$ cat src/rtl/ir_object_counter_if.sv
// IR object counter: sensor/control inputs and count/status outputs.
// Master drives the sensor line and controls; slave is the counter.
interface ir_object_counter_if;
  logic       ir_i;
  logic       enable_i;
  logic       clear_i;
  logic [9:0] count_o;
  logic       pulse_o;
  logic       present_o;
  logic       overflow_o;

  modport master (
    output ir_i,
    output enable_i,
    output clear_i,
    input  count_o,
    input  pulse_o,
    input  present_o,
    input  overflow_o
  );

  modport slave (
    input  ir_i,
    input  enable_i,
    input  clear_i,
    output count_o,
    output pulse_o,
    output present_o,
    output overflow_o
  );
endinterface

$ cat src/rtl/ir_object_counter.sv
// IR obstacle-sensor front-end: sync, debounce, presence FSM and
// a 10-bit arrival counter that drives the LCD count input.
module ir_object_counter #(
  parameter int CLOCK_FREQ    = 50_000_000,
  parameter int DEBOUNCE_US   = 2000,
  parameter int IR_ACTIVE_LOW = 1,
  parameter int MAX_COUNT     = 999,
  parameter int WRAP          = 0
) (
  input  logic clk,
  input  logic rst_n,
  ir_object_counter_if.slave bus
);

  localparam int DEB = CLOCK_FREQ / 1_000_000 * DEBOUNCE_US;
  localparam int DW  = $clog2(DEB) + 1;

  localparam logic            IDLE  = (IR_ACTIVE_LOW != 0);
  localparam logic [DW-1:0]   DLAST = DW'(DEB - 1);
  localparam logic [DW-1:0]   DONE  = DW'(1);
  localparam logic [9:0]      CMAX  = 10'(MAX_COUNT);

  typedef enum logic [1:0] {
    CLEAR,
    ARMING,
    PRESENT,
    LEAVING
  } state_t;

  logic          s1_q;
  logic          s2_q;
  logic          act;
  state_t        state_q;
  state_t        state_d;
  logic [DW-1:0] dcnt_q;
  logic [DW-1:0] dcnt_d;
  logic          arrive;
  logic          pres_d;

  logic [9:0]    count_q;
  logic          pulse_q;
  logic          present_q;
  logic          ovf_q;

  always_ff @(posedge clk or negedge rst_n) begin
    if (!rst_n) begin
      s1_q <= IDLE;
      s2_q <= IDLE;
    end else begin
      s1_q <= bus.ir_i;
      s2_q <= s1_q;
    end
  end

  // act is 1 whenever an object blocks the beam
  assign act = s2_q ^ IDLE;

  always_ff @(posedge clk or negedge rst_n) begin
    if (!rst_n) begin
      state_q <= CLEAR;
      dcnt_q  <= '0;
    end else begin
      state_q <= state_d;
      dcnt_q  <= dcnt_d;
    end
  end

  always_comb begin
    state_d = state_q;
    dcnt_d  = dcnt_q;
    arrive  = 1'b0;
    unique case (state_q)
      CLEAR: begin
        dcnt_d = '0;
        if (act) begin
          state_d = ARMING;
          dcnt_d  = DONE;
        end
      end
      ARMING: begin
        if (!act) begin
          state_d = CLEAR;
          dcnt_d  = '0;
        end else if (dcnt_q == DLAST) begin
          state_d = PRESENT;
          dcnt_d  = '0;
          arrive  = 1'b1;
        end else begin
          dcnt_d = dcnt_q + 1'b1;
        end
      end
      PRESENT: begin
        dcnt_d = '0;
        if (!act) begin
          state_d = LEAVING;
          dcnt_d  = DONE;
        end
      end
      LEAVING: begin
        if (act) begin
          state_d = PRESENT;
          dcnt_d  = '0;
        end else if (dcnt_q == DLAST) begin
          state_d = CLEAR;
          dcnt_d  = '0;
        end else begin
          dcnt_d = dcnt_q + 1'b1;
        end
      end
      default: begin
        state_d = CLEAR;
        dcnt_d  = '0;
      end
    endcase
  end

  assign pres_d = (state_d == PRESENT)
               || (state_d == LEAVING);

  // clear dominates an arrival on the same edge
  always_ff @(posedge clk or negedge rst_n) begin
    if (!rst_n) begin
      count_q   <= '0;
      pulse_q   <= 1'b0;
      present_q <= 1'b0;
      ovf_q     <= 1'b0;
    end else begin
      pulse_q   <= 1'b0;
      present_q <= pres_d;
      if (bus.clear_i) begin
        count_q <= '0;
        ovf_q   <= 1'b0;
      end else if (arrive && bus.enable_i) begin
        pulse_q <= 1'b1;
        if (count_q < CMAX) begin
          count_q <= count_q + 10'd1;
        end else begin
          ovf_q <= 1'b1;
          if (WRAP != 0) begin
            count_q <= '0;
          end
        end
      end
    end
  end

  assign bus.count_o    = count_q;
  assign bus.pulse_o    = pulse_q;
  assign bus.present_o  = present_q;
  assign bus.overflow_o = ovf_q;

endmodule

$ cat src/flat_wrapper.sv
// flat-port wrapper written by rule: the top's interface ports become plain ports
module ir_object_counter_flat 
#(
  parameter int CLOCK_FREQ    = 50_000_000,
  parameter int DEBOUNCE_US   = 2000,
  parameter int IR_ACTIVE_LOW = 1,
  parameter int MAX_COUNT     = 999,
  parameter int WRAP          = 0
)
  (clk, rst_n, bus_ir_i, bus_enable_i, bus_clear_i, bus_count_o, bus_pulse_o, bus_present_o, bus_overflow_o);
  ir_object_counter_if bus_i ();
  input  logic clk;
  input  logic rst_n;
  input wire logic [$bits(bus_i.ir_i)-1:0] bus_ir_i;
  input wire logic [$bits(bus_i.enable_i)-1:0] bus_enable_i;
  input wire logic [$bits(bus_i.clear_i)-1:0] bus_clear_i;
  output wire logic [$bits(bus_i.count_o)-1:0] bus_count_o;
  output wire logic [$bits(bus_i.pulse_o)-1:0] bus_pulse_o;
  output wire logic [$bits(bus_i.present_o)-1:0] bus_present_o;
  output wire logic [$bits(bus_i.overflow_o)-1:0] bus_overflow_o;
  assign bus_i.ir_i = bus_ir_i;
  assign bus_i.enable_i = bus_enable_i;
  assign bus_i.clear_i = bus_clear_i;
  assign bus_count_o = bus_i.count_o;
  assign bus_pulse_o = bus_i.pulse_o;
  assign bus_present_o = bus_i.present_o;
  assign bus_overflow_o = bus_i.overflow_o;
  ir_object_counter #(.CLOCK_FREQ(CLOCK_FREQ), .DEBOUNCE_US(DEBOUNCE_US), .IR_ACTIVE_LOW(IR_ACTIVE_LOW), .MAX_COUNT(MAX_COUNT), .WRAP(WRAP)) u_core (.clk(clk), .rst_n(rst_n), .bus(bus_i));
endmodule
$ cat config.mk
export PLATFORM = sky130hd
export DESIGN_NAME = ir_object_counter_flat
export DESIGN_NICKNAME = d
export VERILOG_FILES = /design/src/rtl/ir_object_counter_if.sv /design/src/rtl/ir_object_counter.sv /design/src/flat_wrapper.sv
export SDC_FILE = /design/constraint.sdc
export NUM_CORES = 1
export LEC_CHECK = 0
export CORE_MARGIN = 2
export CORE_UTILIZATION = 55
export DETAILED_ROUTE_END_ITERATION = 16
export HOLD_SLACK_MARGIN = 0.1
export PLACE_DENSITY_LB_ADDON = 0.1
export SLEW_MARGIN = 0
export SYNTH_ARGS = -nofsm -noshare
export SYNTH_HDL_FRONTEND = slang
export SYNTH_SLANG_ARGS = --single-unit
$ cat constraint.sdc
create_clock -name clk -period 3.14 [get_ports clk]
set_input_delay 0.471 -clock clk [delete_from_list [all_inputs] [get_ports clk]]
set_output_delay 0.471 -clock clk [all_outputs]
set_load 0.1 [all_outputs]
==> flow_metrics.env <==
export IMPL_first_global_vias=1252
export IMPL_synthArstFlopShare_pct=100
export IMPL_cts_inserted_buffers=5
export IMPL_dp_slack_ns=0.624
export IMPL_slowest_stage="or4_1"
export IMPL_synth_edf_count=0
export IMPL_cts_sinks=35
export IMPL_skew_ns=0.0101
export IMPL_io_buffer_count=17
export IMPL_drt_vias_per_instance=5.81
export IMPL_rsz0062_at_grt="false"
export IMPL_final_cell_mix="dfrtp_1 (33), nor2_1 (31), buf_4 (15), xnor2_1 (14), nand2_1 (10)"
export IMPL_min_period_over_period_pct=80.8
export IMPL_dp_hpwl_um=2320
export IMPL_hold_viol=0
export IMPL_cts_tree="done"
export IMPL_crit_fanout=9
export IMPL_n_fill_cell=246
export IMPL_required_ns=3.37
export IMPL_ant_nets=0
export IMPL_drive_above_1_share_pct=14.8
export IMPL_finalPower_mw=0.757
export IMPL_final_core_util_pct=65.0
export IMPL_drt_wirelength_per_cell_um=14.6
export IMPL_grt_pass1_wl_um=5560
export IMPL_synth_top_family_by_area="simple AND/OR/NAND/NOR gates"
export IMPL_clk_pin_slew_ns=0.10
export IMPL_gr_total_overflow=0
export IMPL_fp_dieW_um=59.9
export IMPL_antenna_found_initial=0
export IMPL_drtIter0Drc=82
export IMPL_vdd_ir_drop_worst_uv=264
export IMPL_antenna_cells=0
export IMPL_holdWs_ns=0.360
export IMPL_finalSetupViolCount=0
export IMPL_synthFlopType="dfrtp_1"
export IMPL_design_area_um2=1950
export IMPL_synth_seq_area_share_pct=51.1
export IMPL_ys_ff_latch=35
export IMPL_relSlewSlack_pct=35.4
export IMPL_post_cts_buffers=0
export IMPL_placedCellCount=214
export IMPL_hold_class="flop to flop"
export IMPL_synth_simple_area_share_pct=26.1
export IMPL_totalWireLength_um=3240
export IMPL_fin_tns_setup_ns=0
export IMPL_end_kind="flop"
export IMPL_crit_chain="or4b_1 > or4_1 > or2_1 > o31a_1 > o21a_1"
export IMPL_grt_usage_pct=21.1
export IMPL_grt_max_degree=36
export IMPL_cts_hold_buf=0
export IMPL_synthDistinctLibCells=38
export IMPL_synth_compound_area_share_pct=5.03
export IMPL_power_density_nw_per_um2=388
export IMPL_drv_slew=0
export IMPL_dieArea_um2=3590
export IMPL_synth_xor_area_share_pct=11.7
export IMPL_clock_latency_ns=0.34
export IMPL_postSynthCellCount=167
export IMPL_status="complete, no violations"
export IMPL_synth_area_per_cell_um2=10.3
export IMPL_max_cap_viol_count=0
export IMPL_die_h_um=59.9
export IMPL_gp_congestion=0.889
export IMPL_syn_num_nets=174
export IMPL_drtPass1Iterations=4
export IMPL_cp_slowest_stage_delay_ns=0.59
export IMPL_via_count=1289
export IMPL_cts_buffer_depth=2
export IMPL_cp_arrival_ns=2.77
export IMPL_crit_type="flop to flop"
export IMPL_area_growth_pct=13.5
export IMPL_num_rows=20
export IMPL_synth_mux_area_share_pct=1.17
export IMPL_nets=195
export IMPL_final_cells=222
export IMPL_power_leakage_nw=0.820
export IMPL_final_common_cell="dfrtp_1"
export IMPL_remaining_drc_errors=0
export IMPL_post_dp_cell_area_um2=1880
export IMPL_cts_resized=0
export IMPL_layout_min_cycle_time_ns=2.54
export IMPL_yosys_area_share_adder_pct=1.46
export IMPL_max_freq_mhz=394
export IMPL_start_util_pct=57.2
export IMPL_root_buffer="clkbuf_4"
export IMPL_yosysWarnings=0
export IMPL_startpoint_type="flop"
export IMPL_io_pins=18
export IMPL_htree_levels=2
export IMPL_netlist_area_um2=1720
export IMPL_max_slew_worst_pin_slew_ns=0.966
export IMPL_fin_ws_ns=0.604
export IMPL_core_area_um2=3000
-- layer usage --
layer / track usage, % / up-vias / routed length (µm)
met3: 6.93 / 10 / 153
met5: 0 / - / 0
met1: 25.7 / 629 / 1410
li1: - / 621 / -
met4: 10.2 / 0 / 77
met2: 33.5 / 29 / 1600
-- cells in the mapped netlist (2+ instances only) --
cell	n	area share [%]
ha_1	2	1.5
buf_2	2	0.58
xor2_1	9	4.6
mux2i_1	2	1.2
nor2b_1	2	0.73
nand2_1	10	2.2
clkbuf_1	2	0.44
nand3_1	5	1.5
a22o_1	2	1.0
dfstp_2	2	3.1
dfrtp_1	33	48
a221o_1	2	1.2
nand2b_1	2	0.73
xnor2_1	14	7.1
and4_1	3	1.5
nand4_1	6	2.2
nor4b_2	2	1.7
nor4_1	9	3.3
o21a_1	2	0.87
buf_6	2	1.3
inv_1	5	1.1
nor3_1	3	0.87
nor2_1	31	6.8
-- sequential cells by signal, summed over array words and instances, names as in the netlist --
name                   cells
u_core.dcnt_q             18
u_core.bus.count_o        10
u_core.state_q             2
u_core.bus.overflow_o      1
u_core.bus.present_o       1
u_core.bus.pulse_o         1
u_core.s1_q                1
u_core.s2_q                1
-- final cells by class --
class	instances	area [µm²]	area share (%)
clock buffer	8	68.8	3.53
inverter	5	18.8	0.962
multi-input combinational	121	781	40.0
sequential	35	878	45.0
tap	33	41.3	2.12
timing repair buffer	20	163	8.34
-- kinds of logic (layout without fill, tap and decap cells) --
family                     count (synthesis)  in the layout
xor gates and xnor gates                  23             23
AOI/OAI and AO/OA                         11             11
and+or+nand+nor                           83             83
buffers and inverters                     11             33
muxes                                      2              2
DFF                                       35             35
adders and majority gates                  2              2
-- path summary, 6_finish.rpt --
path	depth (start not counted)	slack [ns]	endpoint	start
min reg2reg	0	0.36	u_core.s2_q	u_core.s1_q
max	5	0.60	u_core.bus.count_o[5]	u_core.dcnt_q[6]
min in group asynchronous	2	0.53	u_core.bus.overflow_o	rst_n
max in group asynchronous	2	2.26	u_core.s2_q	rst_n
min	0	0.36	u_core.s2_q	u_core.s1_q
max reg2reg	5	0.60	u_core.bus.count_o[5]	u_core.dcnt_q[6]
-- power by group --
group	total (mW)	internal, mW	leakage, nW	switching [mW]
combinational	0.0276	0.0100	0.304	0.0176
clock	0.271	0.132	0.0386	0.139
sequential	0.459	0.455	0.478	0.00354
total	0.757	0.597	0.820	0.160
-- critical path: cells and delay by family (launching register included) --
family / cells / cell delay [ns]
AO/OA/AOI/OAI: 2 / 0.50
flip-flops: 1 / 0.43
AND/OR/NAND/NOR: 3 / 1.50
(Power assumes the default switching activity.)
